`src/rtl/muxn_arb_pkg.sv`:
```
// Shared definitions for the M-input registered multiplexer/arbiter.
package muxn_arb_pkg;

  // Grant-selection policy of a muxn_arb instance.
  typedef enum logic [1:0] {
    MUX_MODE_SEL  = 2'd0,  // explicit channel select
    MUX_MODE_PRIO = 2'd1,  // fixed priority, channel 0 highest
    MUX_MODE_RR   = 2'd2   // round-robin
  } mux_mode_e;

endpackage

```
`src/rtl/muxn_arb_if.sv`:
```
// Producer/consumer bus of muxn_arb: M input channels with valid/ready,
// explicit select, and one registered output channel with valid/ready.
interface muxn_arb_if #(
  parameter int unsigned N = 8,
  parameter int unsigned M = 4
);
  localparam int unsigned SW = $clog2(M);

  logic [M*N-1:0] in_data;
  logic [M-1:0]   in_valid;
  logic [M-1:0]   in_ready;
  logic [SW-1:0]  sel;
  logic [N-1:0]   out_data;
  logic [SW-1:0]  out_chan;
  logic           out_valid;
  logic           out_ready;

  // Environment side: drives producers and consumer ready.
  modport master (
    output in_data, in_valid, sel, out_ready,
    input  in_ready, out_data, out_chan, out_valid
  );

  // Multiplexer side.
  modport slave (
    input  in_data, in_valid, sel, out_ready,
    output in_ready, out_data, out_chan, out_valid
  );
endinterface

```
`src/rtl/muxn_arb_arb_rr.sv`:
```
// Rotating-priority arbiter: first requester found searching from ptr
// upward modulo M. With ptr tied to zero it is a fixed-priority arbiter.
module arb_rr #(
  parameter int unsigned M  = 4,
  parameter int unsigned SW = $clog2(M)
) (
  input  logic [M-1:0]  req,
  input  logic [SW-1:0] ptr,
  output logic [M-1:0]  gnt,
  output logic [SW-1:0] gnt_idx
);

  logic        found;
  int unsigned idx;

  // Scan M positions starting at ptr; the first active request wins.
  always_comb begin
    gnt     = '0;
    gnt_idx = '0;
    found   = 1'b0;
    idx     = 0;
    for (int unsigned k = 0; k < M; k++) begin
      idx = (32'(ptr) + k) % M;
      if (!found && req[idx]) begin
        found      = 1'b1;
        gnt[idx]   = 1'b1;
        gnt_idx    = SW'(idx);
      end
    end
  end

endmodule

```
`src/rtl/muxn_arb.sv`:
```
// M-input, N-bit registered multiplexer with per-channel valid/ready.
// Grant policy chosen at elaboration: explicit select, fixed priority or
// round-robin. One-entry output register, one word per cycle throughput.
module muxn_arb
  import muxn_arb_pkg::*;
#(
  parameter int unsigned N    = 8,
  parameter int unsigned M    = 4,
  parameter mux_mode_e   MODE = MUX_MODE_SEL
) (
  input  logic        clk,
  input  logic        rst_n,
  muxn_arb_if.slave   bus
);

  localparam int unsigned SW = $clog2(M);

  logic [M-1:0]  grant;
  logic [SW-1:0] g_idx;
  logic [M-1:0]  in_ready;
  logic          load;
  logic          xfer;

  logic          out_valid_q, out_valid_d;
  logic [N-1:0]  out_data_q,  out_data_d;
  logic [SW-1:0] out_chan_q,  out_chan_d;

  generate
    if (MODE == MUX_MODE_SEL) begin : g_sel
      // Explicit select; an out-of-range sel grants nothing.
      always_comb begin
        grant = '0;
        g_idx = bus.sel;
        if (32'(bus.sel) < M) begin
          grant[bus.sel] = bus.in_valid[bus.sel];
        end
      end
    end else if (MODE == MUX_MODE_PRIO) begin : g_prio
      arb_rr #(.M(M), .SW(SW)) u_arb (
        .req     (bus.in_valid),
        .ptr     ('0),
        .gnt     (grant),
        .gnt_idx (g_idx)
      );
    end else begin : g_rr
      logic [SW-1:0] rr_ptr_q, rr_ptr_d;

      arb_rr #(.M(M), .SW(SW)) u_arb (
        .req     (bus.in_valid),
        .ptr     (rr_ptr_q),
        .gnt     (grant),
        .gnt_idx (g_idx)
      );

      // Pointer moves just past the channel that transferred.
      always_comb begin
        rr_ptr_d = rr_ptr_q;
        if (xfer) begin
          rr_ptr_d = (32'(g_idx) == M - 1) ? '0 : g_idx + 1'b1;
        end
      end

      // Round-robin pointer register.
      always_ff @(posedge clk or negedge rst_n) begin
        if (!rst_n) rr_ptr_q <= '0;
        else        rr_ptr_q <= rr_ptr_d;
      end
    end
  endgenerate

  // Accept when the register is empty or draining; never during reset.
  always_comb begin
    load     = !out_valid_q || bus.out_ready;
    in_ready = rst_n ? (grant & {M{load}}) : '0;
    xfer     = |(bus.in_valid & in_ready);
  end

  // Output register next state: load beats drain, drain keeps data/chan.
  always_comb begin
    out_valid_d = out_valid_q;
    out_data_d  = out_data_q;
    out_chan_d  = out_chan_q;
    if (xfer) begin
      out_valid_d = 1'b1;
      out_data_d  = bus.in_data[g_idx*N +: N];
      out_chan_d  = g_idx;
    end else if (bus.out_ready) begin
      out_valid_d = 1'b0;
    end
  end

  // Output register.
  always_ff @(posedge clk or negedge rst_n) begin
    if (!rst_n) begin
      out_valid_q <= 1'b0;
      out_data_q  <= '0;
      out_chan_q  <= '0;
    end else begin
      out_valid_q <= out_valid_d;
      out_data_q  <= out_data_d;
      out_chan_q  <= out_chan_d;
    end
  end

  assign bus.in_ready  = in_ready;
  assign bus.out_valid = out_valid_q;
  assign bus.out_data  = out_data_q;
  assign bus.out_chan  = out_chan_q;

endmodule

```
`src/flat_wrapper.sv`:
```
// flat-port wrapper written by rule: the top's interface ports become plain ports
module muxn_arb_flat import muxn_arb_pkg::*;
#(
  parameter int unsigned N    = 8,
  parameter int unsigned M    = 4,
  parameter mux_mode_e   MODE = MUX_MODE_SEL
)
  (clk, rst_n, bus_in_data, bus_in_valid, bus_sel, bus_out_ready, bus_in_ready, bus_out_data, bus_out_chan, bus_out_valid);
  muxn_arb_if #(.N(N), .M(M)) bus_i ();
  input  logic clk;
  input  logic rst_n;
  input wire logic [$bits(bus_i.in_data)-1:0] bus_in_data;
  input wire logic [$bits(bus_i.in_valid)-1:0] bus_in_valid;
  input wire logic [$bits(bus_i.sel)-1:0] bus_sel;
  input wire logic [$bits(bus_i.out_ready)-1:0] bus_out_ready;
  output wire logic [$bits(bus_i.in_ready)-1:0] bus_in_ready;
  output wire logic [$bits(bus_i.out_data)-1:0] bus_out_data;
  output wire logic [$bits(bus_i.out_chan)-1:0] bus_out_chan;
  output wire logic [$bits(bus_i.out_valid)-1:0] bus_out_valid;
  assign bus_i.in_data = bus_in_data;
  assign bus_i.in_valid = bus_in_valid;
  assign bus_i.sel = bus_sel;
  assign bus_i.out_ready = bus_out_ready;
  assign bus_in_ready = bus_i.in_ready;
  assign bus_out_data = bus_i.out_data;
  assign bus_out_chan = bus_i.out_chan;
  assign bus_out_valid = bus_i.out_valid;
  muxn_arb #(.N(N), .M(M), .MODE(MODE)) u_core (.clk(clk), .rst_n(rst_n), .bus(bus_i));
endmodule
```
`config.mk`:
```
export PLATFORM = sky130hd
export DESIGN_NAME = muxn_arb_flat
export DESIGN_NICKNAME = d
export VERILOG_FILES = /design/src/rtl/muxn_arb_pkg.sv /design/src/rtl/muxn_arb_if.sv /design/src/rtl/muxn_arb_arb_rr.sv /design/src/rtl/muxn_arb.sv /design/src/flat_wrapper.sv
export SDC_FILE = /design/constraint.sdc
export NUM_CORES = 1
export LEC_CHECK = 0
export ABC_CLOCK_PERIOD_IN_PS = 2000
export CAP_MARGIN = 20
export CORE_UTILIZATION = 35
export DETAILED_ROUTE_END_ITERATION = 12
export PLACE_DENSITY = 0.84
export SLEW_MARGIN = 20
export SYNTH_ARGS = -nofsm -noshare
export SYNTH_HDL_FRONTEND = slang
export SYNTH_HIERARCHICAL = 1
export SYNTH_SLANG_ARGS = --single-unit
```
`constraint.sdc`:
```
create_clock -name clk -period 2 [get_ports clk]
set_input_delay 0.4 -clock clk [delete_from_list [all_inputs] [get_ports clk]]
set_output_delay 0.4 -clock clk [all_outputs]
set_load 0.1 [all_outputs]
```
==> results of run 1 <==
cell type report:
class	instances	area share
Sequential cell	11	0.187
Clock buffer	4	0.0176
Multi-Input combinational cell	35	0.328
Tap cell	25	0.0209
Timing Repair Buffer	69	0.446
state kept, by name, indices dropped and copies added (netlist names):
| signal | cells |
|---|---|
| u_core/bus.out_valid | 1 |
| u_core/bus.out_chan | 2 |
| u_core/bus.out_data | 8 |
final timing paths:
check / slack (ns) / from / to / cells after the start
setup / recovery: 0.12 / bus_in_valid[2] / bus_in_ready[2] / 5
hold / removal: 0.25 / rst_n / u_core/bus.out_valid / 2
setup reg to reg: 0.60 / u_core/bus.out_valid / u_core/bus.out_data[5] / 5
hold reg to reg: 0.51 / u_core/bus.out_data[3] / u_core/bus.out_data[3] / 1
max in group asynchronous: 1.56 / rst_n / u_core/bus.out_valid / 2
min in group clk: 0.51 / u_core/bus.out_data[3] / u_core/bus.out_data[3] / 1
metal layers:
metal	vias up	GRT usage	share of wire	routed length, um
met5	-	0	0	0
met4	0	0.0686	0.0085	19
met3	2	0.0538	0.059	133
met2	31	0.464	0.59	1310
met1	352	0.216	0.35	777
li1	337	-	-	-
Yosys cell counts (all sizes together):
cell type / count / area (um2)
buf: 3 / 13.8
a31o: 1 / 8.76
a22o: 1 / 8.76
nand2b: 1 / 6.26
nor2: 1 / 3.75
nor3b: 1 / 7.51
nand3: 3 / 27.5
mux2: 11 / 124
dfrtp: 11 / 275
nor3: 1 / 5.00
nand2: 5 / 18.8
nor4b: 1 / 8.76
mux4: 9 / 206
what timing repair did:
item                       4_1_cts  5_1_grt
setup endpoints to repair        3        3
pin swaps                        2        0
hold buffers                     0        0
gates resized for setup          4        1
gates cloned                     0        0
buffers inserted                 1        0
worst register-to-register path, stage by stage (launching register included):
cell and delay, ns:
sky130_fd_sc_hd__dfrtp_4 0.42, sky130_fd_sc_hd__nand2b_4 0.08, sky130_fd_sc_hd__buf_4 0.13, sky130_fd_sc_hd__buf_4 0.14
sky130_fd_sc_hd__nand3_4 0.14, sky130_fd_sc_hd__mux2_2 0.37
kinds of logic (layout without fill, tap and decap cells):
kind of cell	Yosys count	count (layout)	synth area share
flip-flops	11	11	0.385
multiplexers	20	20	0.462
AND/OR/NAND/NOR	13	13	0.109
AO/OA/AOI/OAI	2	2	0.0245
buffers and inverters	3	73	0.0193
power breakdown:
part | leakage [nW] | internal, mW | total, mW | switching (mW)
registers | 0.127 | 0.281 | 0.317 | 0.0363
clock network | 0.0150 | 0.0771 | 0.146 | 0.0686
logic | 0.491 | 0.251 | 0.797 | 0.546
total | 0.632 | 0.609 | 1.26 | 0.651
==> results.txt, run 1 <==
The layout net count came out at around 160. The die footprint came out at around 2200 um2. The total vias in the final route is 722. Excluding fillers, the count of instances in the completed layout stands at about 140. The multi-input combinational cell area is around 490 um2.

After layout, the minimum clock period comes to roughly 1.9 ns. The data required time of the worst path came out at around 1.6 ns. The period utilization is 0.942. Setup repair after global routing left no endpoint under its margin.

The clock transition time at the flip-flop clock pins of the worst setup and hold paths came out at roughly 0.070 ns. The worst stage delay on the critical path came out at 0.47 ns. The routed length per instance is between 15 and 20 um. The number of nets handed over by synthesis was 90. A synthesized cell averages ~15 um2. For this run, design rule violations remaining after detail routing come to 0. The total detailed-routing wirelength came out at approximately 2.2 mm. The total overflow left after global routing is 0. The largest fanout on the critical path is 2.

The HPWL after detailed placement came out at a little under 2 mm. The number of ports placed on the die boundary is 56. The number of antenna-violating nets in the routed design is 0. The critical path data arrival time came out at 1.48 ns. Measured against its own limit, the worst slew margin works out to 0.809. The total power consumption of the routed design is 1.26 mW. The maximum clock rate came out at 531 MHz. After routing the design area is about 1500 um2. The master of the slowest instance on the critical path is sky130_fd_sc_hd__clkdlybuf4s50_1. The critical path in this run is classified as input pin to output pin. The diode insertion count for antenna repair is 0. From bottom edge to top edge, the die measures about 47 um. In this run the worst hold path is classified as input pin to asynchronous set/reset pin. The final hold violation count came out at 0. The worst hold slack across all endpoints is roughly 0.25 ns. The final worst clock skew is 0.000313 ns.

The clock sink count is 11. During synthesis, Yosys emitted a total of 6 warnings. The gate family responsible for the most delay along the worst path is buffers and inverters. For this run, the detailed router's first-pass iteration total came to 4. In the global route stage, overall resource usage came out at 0.226. In this run, distinct cell masters in the synthesized netlist total 16. The global-route wire length before repair came out at ~3.4 mm. The leakage power of the design is approximately 0.63 nW.

The total clock buffers created by CTS came out at 3. The worst-case setup slack after placement came out at -0.193 ns. The number of rows in the core area came out at 15. The clock latency on the worst-skew pair came out at roughly 0.26 ns. The sequential area share after synthesis came out at 0.385. The total of endpoints with negative setup slack in the final report came out at 0.

The cell count after synthesis is 49. Clock tree synthesis selected as its root buffer the cell sky130_fd_sc_hd__clkbuf_4. After layout, the worst setup slack is roughly 0.12 ns. The critical path goes through clkdlybuf4s50_1 -> buf_4 -> nand2_1 -> nor3_4 -> buf_12. The count of filler cells inserted in the layout came out at 114. The max-cap check violation count came out at 0. In this run the cell area measured after placement is ~1500 um2. The die is 47.2 um wide.

The library cell used most frequently in the layout, excluding fill and tap cells, is sky130_fd_sc_hd__clkdlybuf4s50_1. The initial antenna violation count is 0. The kind of end point of the critical path is an output pin. The areal power density over the cells is ~840 nW/um2. The area occupied by registers came out at approximately 280 um2. After synthesis the cells add up to 714 um2. In the routed layout, each cell is associated on average with a via count of 5.01. In this run the standard cell core region covers ~1800 um2. TritonCTS built the clock tree. The area growth from synthesis to final layout came out at 109%. The starting density of the core came out at 0.392. The run finished with clean final reports. The total of buffers placed on input and output ports is 55. Across the VDD grid, the largest voltage drop is 0.000550 V. Once layout is complete, the utilization of the core stands at 0.821.

The number of global-route vias before repair is around 800. The number of levels in the clock H-tree came out at 1. In the final timing run, aggregate negative setup slack is 0 ns.

The worst path buffer plus inverter count came out at 3. The slew of the pin with the lowest slew margin came out at between 0.2 and 0.3 ns. The type of origin of the critical path is an input pin. The iteration-0 DRC count of the detailed router came out at 4.

In the layout the commonest cells are sky130_fd_sc_hd__clkdlybuf4s50_1 (36), sky130_fd_sc_hd__buf_4 (25), sky130_fd_sc_hd__mux2_2 (11). The instance count after placement with tap cells included came out at around 140. The number of max-slew violations in the final report is 0.

The fraction of layout instances using a drive strength above 1 is 0.513. Counting along the longest clock path gives a buffer depth of 2. The global placement routability congestion is 0.762.

After synthesis the netlist holds a flip-flop and latch count of 11. The maximum number of pins on one net before global-route repair is 16.
No activity file was read; power rests on OpenSTA's default activity.
==> inputs of run 2 (changes only) <==
Settings changed: SLEW_MARGIN 20 to not set.
==> results of run 2 <==
The final DEF is identical to that of run 1; final timing and power are the same.
